[src/rtl/yd_dbus_arb.sv]
// yd_dbus_arb: two-master data-bus arbiter with burst-limited ownership.
// Define YD_DBUS_ARB_RR_EN to resolve IDLE ties round-robin; otherwise m0 has fixed priority.
module yd_dbus_arb #(
    parameter int DW    = 16,
    parameter int AW    = 16,
    parameter int BURST = 4
) (
    input  logic          clk,
    input  logic          rst,
    input  logic          m0_req,
    input  logic          m1_req,
    input  logic          m0_we,
    input  logic          m1_we,
    input  logic [AW-1:0] m0_addr,
    input  logic [AW-1:0] m1_addr,
    input  logic [DW-1:0] m0_din,
    input  logic [DW-1:0] m1_din,
    output logic          m0_gnt,
    output logic          m1_gnt,
    output logic          m0_rvalid,
    output logic          m1_rvalid,
    output logic [DW-1:0] m0_rdata,
    output logic [DW-1:0] m1_rdata,
    output logic [AW-1:0] d_addr,
    output logic [DW-1:0] d_din,
    output logic          d_we,
    input  logic [DW-1:0] d_dout
);

    typedef enum logic [1:0] {IDLE, OWN0, OWN1} state_t;

    localparam logic [3:0] LIM = 4'(BURST - 1);

    state_t     state;
    state_t     own;
    logic [3:0] cnt;
    logic       win;
    logic       w;
    logic       lt;
    logic       tie_w;

`ifdef YD_DBUS_ARB_RR_EN
    logic       last;
    assign tie_w = ~last;
`else
    assign tie_w = 1'b0;
`endif

    // Winner select: the owner keeps the bus until its burst budget runs out while the other waits
    always_comb begin
        lt     = cnt < LIM;
        win    = m0_req | m1_req;
        w      = (state == OWN0) ? ~(m0_req & (~m1_req | lt)) :
                 (state == OWN1) ? (~m0_req | (m1_req & lt)) :
                 (m0_req & m1_req) ? tie_w : m1_req;
        own    = w ? OWN1 : OWN0;
        m0_gnt = win & ~w;
        m1_gnt = win & w;
        d_addr = m1_gnt ? m1_addr : m0_gnt ? m0_addr : '0;
        d_din  = m1_gnt ? m1_din : m0_gnt ? m0_din : '0;
        d_we   = m1_gnt ? m1_we : m0_gnt ? m0_we : 1'b0;
    end

    // Memory returns data one cycle after the address, so read data passes straight through
    assign m0_rdata = m0_rvalid ? d_dout : '0;
    assign m1_rdata = m1_rvalid ? d_dout : '0;

    // Owner FSM, beat counter and read-return tracking
    always_ff @(posedge clk or negedge rst) begin
        if (!rst) begin
            state     <= IDLE;
            cnt       <= '0;
            m0_rvalid <= 1'b0;
            m1_rvalid <= 1'b0;
`ifdef YD_DBUS_ARB_RR_EN
            last      <= 1'b1;
`endif
        end else begin
            state     <= win ? own : IDLE;
            cnt       <= (win && state == own) ? ((cnt == 4'hF) ? cnt : cnt + 4'd1) : '0;
            m0_rvalid <= m0_gnt & ~m0_we;
            m1_rvalid <= m1_gnt & ~m1_we;
`ifdef YD_DBUS_ARB_RR_EN
            last      <= win ? w : last;
`endif
        end
    end

endmodule

[config.mk]
export PLATFORM = sky130hd
export DESIGN_NAME = yd_dbus_arb
export DESIGN_NICKNAME = d
export VERILOG_FILES = /design/src/rtl/yd_dbus_arb.sv
export SDC_FILE = /design/constraint.sdc
export NUM_CORES = 1
export LEC_CHECK = 0
export BUFFER_PORTS_ARGS = -buffer_cell sky130_fd_sc_hd__buf_2
export CORE_ASPECT_RATIO = 0.75
export CORE_MARGIN = 4
export CORE_UTILIZATION = 35
export DETAILED_ROUTE_END_ITERATION = 8
export PLACE_DENSITY = 0.86
export SLEW_MARGIN = 5
export SYNTH_ARGS = -nofsm -noshare
export SYNTH_HDL_FRONTEND = slang
export SYNTH_SLANG_ARGS = --single-unit
[constraint.sdc]
create_clock -name clk -period 5.1 [get_ports clk]
set_clock_uncertainty 0.1 [all_clocks]
set_input_delay 0.51 -clock clk [delete_from_list [all_inputs] [get_ports clk]]
set_output_delay 0.51 -clock clk [all_outputs]
set_load 0.02 [all_outputs]
# After elaboration in Yosys (flattened, before gate mapping)
# Index checks and enable logic that the tools add are counted.
[totals] reg_bits=8 inputBits=86 wordCells=43
[classes] n_addsub=1 magnitude_cmp=1 eq_ne=5 muxes=15 n_bitwise=16 n_reduce_logical=1
[op_table] op="two-way mux 16 bit" count=6
[op_table] op="two-way mux 4 bit" count=2
[op_table] op="bitwise AND 1 bit" count=7
[op_table] op="NOT 1 bit" count=6
[op_table] op="two-way mux 1 bit" count=5
[op_table] op="adder 4 x 1 -> 4 bit (second input constant)" count=1
[op_table] op="equality test 4 bit (second input constant)" count=1
[op_table] op="< comparator 4 x 2 -> 1 bit (second input constant)" count=1
[op_table] op="two-way mux 2 bit" count=2
[op_table] op="OR 1 bit" count=3
[op_table] op="equality test 2 x 1 -> 1 bit (second input constant)" count=1
[op_table] op="equality test 2 bit" count=1
[op_table] op="equality test 2 bit (second input constant)" count=1
[op_table] op="inequality test 2 bit (second input constant)" count=1
[op_table] op="logical AND 1 bit" count=1

# Longest topological paths before layout
[depth] ltp_word=9 mapped_depth=6

# Worst setup path after synthesis
# OpenSTA, ideal clock, no wires.
[synth_path] path_type="register to output" from="register cnt[0]" to="output d_addr[10]" arrival_ps=2103 required_time_ps=4490 path_slack_ps=2387 stages_incl_launch_ff=7 path_cell_list="dfrtp_1 > ha_1 > clkbuf_2 > nor4_1 > a221oi_4 > buf_6 > o32ai_1"
[synth_via] elab_chain_cells=9 word_cells_on_any_way=13 classes_between="1 x order compare; 4 x mux; 8 x bitwise"
[synth_rtl] item="start: declaration" line_no="36" text="logic [3:0] cnt;"
[synth_rtl] item="start signal: assignment" line_no="80" text="cnt <= (win && state == own) ? ((cnt == 4'hF) ? cnt : cnt + 4'd1) : '0;"
[synth_rtl] item="< comparator 4 x 2 -> 1 bit *" line_no="51" text="lt = cnt < LIM;"
[synth_rtl] item="bitwise AND 1 bit or OR 1 bit (tied branches)" line_no="54, 53"
[synth_rtl] item="OR 1 bit or bitwise AND 1 bit (tied branches)" line_no="54, 53"
[synth_rtl] item="two-way mux 1 bit or NOT 1 bit (tied branches)" line_no="54, 53"
[synth_rtl] item="two-way mux 1 bit *" line_no="53" text="w = (state == OWN0) ? ~(m0_req & (~m1_req | lt)) :"
[synth_rtl] item="NOT 1 bit" line_no="57" text="m0_gnt = win & ~w;"
[synth_rtl] item="bitwise AND 1 bit" line_no="57"
[synth_rtl] item="two-way mux 16 bit" line_no="59" text="d_addr = m1_gnt ? m1_addr : m0_gnt ? m0_addr : '0;"
[synth_rtl] item="two-way mux 16 bit *" line_no="59"
[synth_rtl] item="end: declaration" line_no="24" text="output logic [AW-1:0] d_addr,"
# Every way passes the cells marked *; elsewhere a longest branch is shown, timed or not.

# Worst setup path after layout
[layout_path] from="register cnt[0]" to="output d_addr[9]"
# Same word-level chain as after synthesis.

==> metrics.log <==
INFO  metric placed_cells = 364
INFO  metric antenna_found_initial = 0
INFO  metric tns = 0 ns
INFO  metric initial_core_utilization = 37.3%
INFO  metric report.final.setup_viol = 0
INFO  metric avgSynthCellArea = 6.73 sq um
INFO  metric detailedRoute.firstIterationViolations = 73
INFO  metric worstMarginPinSlew = 0.918 ns
INFO  metric portBuffers = 154
INFO  metric finish.utilization = 60.5%
INFO  metric cts-buffers-inserted = 3
INFO  metric drv_slew = 0
INFO  metric via_count_of_the_first_global_routing_pass = 1646
INFO  metric synth_largest_area_cell = sky130_fd_sc_hd__o32ai_1
INFO  metric setup.worst_path.start = cnt[0]
INFO  metric global_route_wire_length_before_repair = 7340 um
INFO  metric cp_cell_sequence = ha_1 -> or3_4 -> a221oi_4 -> buf_4 -> o32ai_1 -> buf_2
INFO  metric synth_area_leaders = sky130_fd_sc_hd__o32ai_1, sky130_fd_sc_hd__and2_1, sky130_fd_sc_hd__dfrtp_1
INFO  metric timing.final.crit_period = 3.26 ns
INFO  metric crit_path_start_kind = flip-flop
INFO  metric final_cells = 367
INFO  metric worst_skew_pair.late_latency = 0.23 ns
INFO  metric critical_path.endpoint_type = output pin
INFO  metric cts.root.buffer_cell = sky130_fd_sc_hd__clkbuf_8
INFO  metric syn_inst = 186
INFO  metric synth_cell_type_count = 27
INFO  metric share_of_the_synthesized_area_in_the_top_cell_type = 22.4%
INFO  metric die_w = 77.1 um
INFO  metric cts.hold.buffers_added = 0
INFO  metric antenna_left = 0
INFO  metric clock_tree.buffer_depth = 2
INFO  metric cp.arrival = 2.65 ns
INFO  metric route.vias.total = 1826
INFO  metric timing.fmax = 307 MHz
INFO  metric netlist_top_cells_count = sky130_fd_sc_hd__inv_1, sky130_fd_sc_hd__nand2_1, sky130_fd_sc_hd__and2_1, sky130_fd_sc_hd__o32ai_1, sky130_fd_sc_hd__clkbuf_1
INFO  metric placeableCoreArea = 3360 sq um
INFO  metric critical-path-slowest-cell = sky130_fd_sc_hd__a221oi_4
INFO  metric placer_congestion_estimate = 0.928
INFO  metric cts_setup_buffers = 0
INFO  metric timing.critical_path.fanout_max = 20
INFO  metric drt-total-wl = 4750 um
INFO  metric cts.clk_slew.worst_paths = 0.04 ns
INFO  metric detailed_place_hpwl = 3760 um
INFO  metric timing.critical_path.required = 4.49 ns
INFO  metric worst_path_max_stage_delay = 0.58 ns
INFO  metric gr-total-overflow = 0
INFO  metric antennaDiodeCount = 0
INFO  metric avgViaCountPerCell = 4.98
INFO  metric final_hold_viol_count = 0
INFO  metric ir_drop = 0.000126 V
INFO  metric outcome = complete, no violations
INFO  metric i_o_pin_total = 155
INFO  metric synth.yosys.warnings = 0
INFO  metric die_y = 59.8 um
INFO  metric area_overhead_of_the_layout_relative_to_synthesis = 62.0%
INFO  metric cts-resized-gates = 0
INFO  metric maximum_number_of_pins_on_one_net_before_global_route_repair = 37
INFO  metric global_route.usage.total = 19.1%
INFO  metric mappedNetlistArea = 1250 sq um
INFO  metric crit_type = reg -> out
INFO  metric dieArea = 4610 sq um
INFO  metric firstDrtPassIters = 4
INFO  metric ys.flop_type = sky130_fd_sc_hd__dfrtp_1
INFO  metric timing.rr.start = cnt[0]
INFO  metric routed_wire_length_per_instance = 13.0 um
INFO  metric finalCritPeriodShare = 64.0%
INFO  metric cts_tree = built
INFO  metric timing.max_slew.rel_slack = 38.4%
INFO  metric ys_seq_elements = 8
INFO  metric final_nets = 416
INFO  metric synth-edff-count = 0
INFO  metric static_leakage_power = 1.28 nW
INFO  metric post-layout-total-power = 0.000322 W
INFO  metric synthArstFlopShare = 100%
INFO  metric cts.sink_count = 8
INFO  metric number_of_nets_produced_by_synthesis = 273
INFO  metric min_path_type = in -> async
INFO  metric clock_tree.htree_level_count = 1
INFO  metric drive_gt1_share = 49.5%
INFO  metric drc = 0
INFO  metric rsz_0062_raised_after_global_routing = false
INFO  metric floorplan.rows = 18
INFO  metric drv.max_cap_violation_count = 0
INFO  metric power_density = 159 nW/um^2
INFO  metric ys_seq_area_share = 16.0%
[logic make-up after synthesis]
logic type	count (synthesis)	synth area share [%]
simple gates	84	34.3
buf+inv	52	17.9
compound gates	38	28.2
flops	8	16.0
mux	2	2.00
xor+xnor	1	0.699
fa+ha+maj	1	0.999
[layer usage]
metal	part of all wire, %	global-route usage, %	wire length (um)	up-vias
li1	-	-	-	917
met1	37	20.9	1780	803
met2	52	38.6	2470	102
met3	10	4.67	481	4
met4	0.40	3.05	19	0
met5	0	0	0	-
[metrics by stage]
stage | setup WS [ns] | hold WS, ns | instance area [sq um]
after global routing | 1.70 | 0.0300 | 2030
after detailed placement | 2.03 | 0.263 | 1990
after floorplan | 2.39 | 0.114 | 1250
after CTS | 1.83 | 0.0187 | 2030
after global placement | 2.09 | 0.259 | 1990
final | 1.84 | 0.0156 | 2030
[layout by cell type (no fill, tap or decap), drive strengths merged]
cell,n
inv,34
nand3,2
nor3b,1
nand2,34
clkinv,1
o32ai,33
buf,155
or3,1
and2,32
a32oi,1
mux2,1
nor4,1
and3b,2
xnor2,1
nor2b,1
a31oi,1
clkbuf,3
a221oi,1
mux2i,1
ha,1
dfrtp,8
nor2,6
nor3,4
o31ai,2
[layout make-up]
type / count / area (sq um)
Clock buffer: 3 / 41.3
Timing Repair Buffer: 155 / 778
Fill cell: 324 / 1330
Inverter: 35 / 131
Multi-Input combinational cell: 126 / 828
Tap cell: 40 / 50.0
Sequential cell: 8 / 200
[critical path: cells and delay by family (launching register included)]
family / cells / cell delay, ns
and+or+nand+nor: 1 / 0.44
adders and majority gates: 1 / 0.30
AOI/OAI and AO/OA: 2 / 0.70
buffers and inverters: 2 / 0.56
DFF: 1 / 0.41
[registers in the layout, indices dropped and copies added, names as in the netlist]
name / cells
state: 2
cnt: 4
m1_rvalid: 1
m0_rvalid: 1
[power by group]
part / total [W] / switching [W] / internal (W)
clock network: 0.0000758 / 0.0000247 / 0.0000511
logic: 0.000174 / 0.000103 / 0.0000710
registers: 0.0000717 / 0.00000493 / 0.0000667
total: 0.000322 / 0.000133 / 0.000189
[worst paths after layout]
kind / to / slack [ns] / depth (start not counted)
min in group clk: m1_rvalid / 0.35 / 2
max reg2reg: state[1] / 2.98 / 4
min reg2reg: cnt[1] / 0.48 / 2
min: cnt[3] / 0.02 / 1
max: d_addr[9] / 1.84 / 6
max in group asynchronous: cnt[1] / 4.71 / 1
No activity file was read; power rests on OpenSTA's default activity.
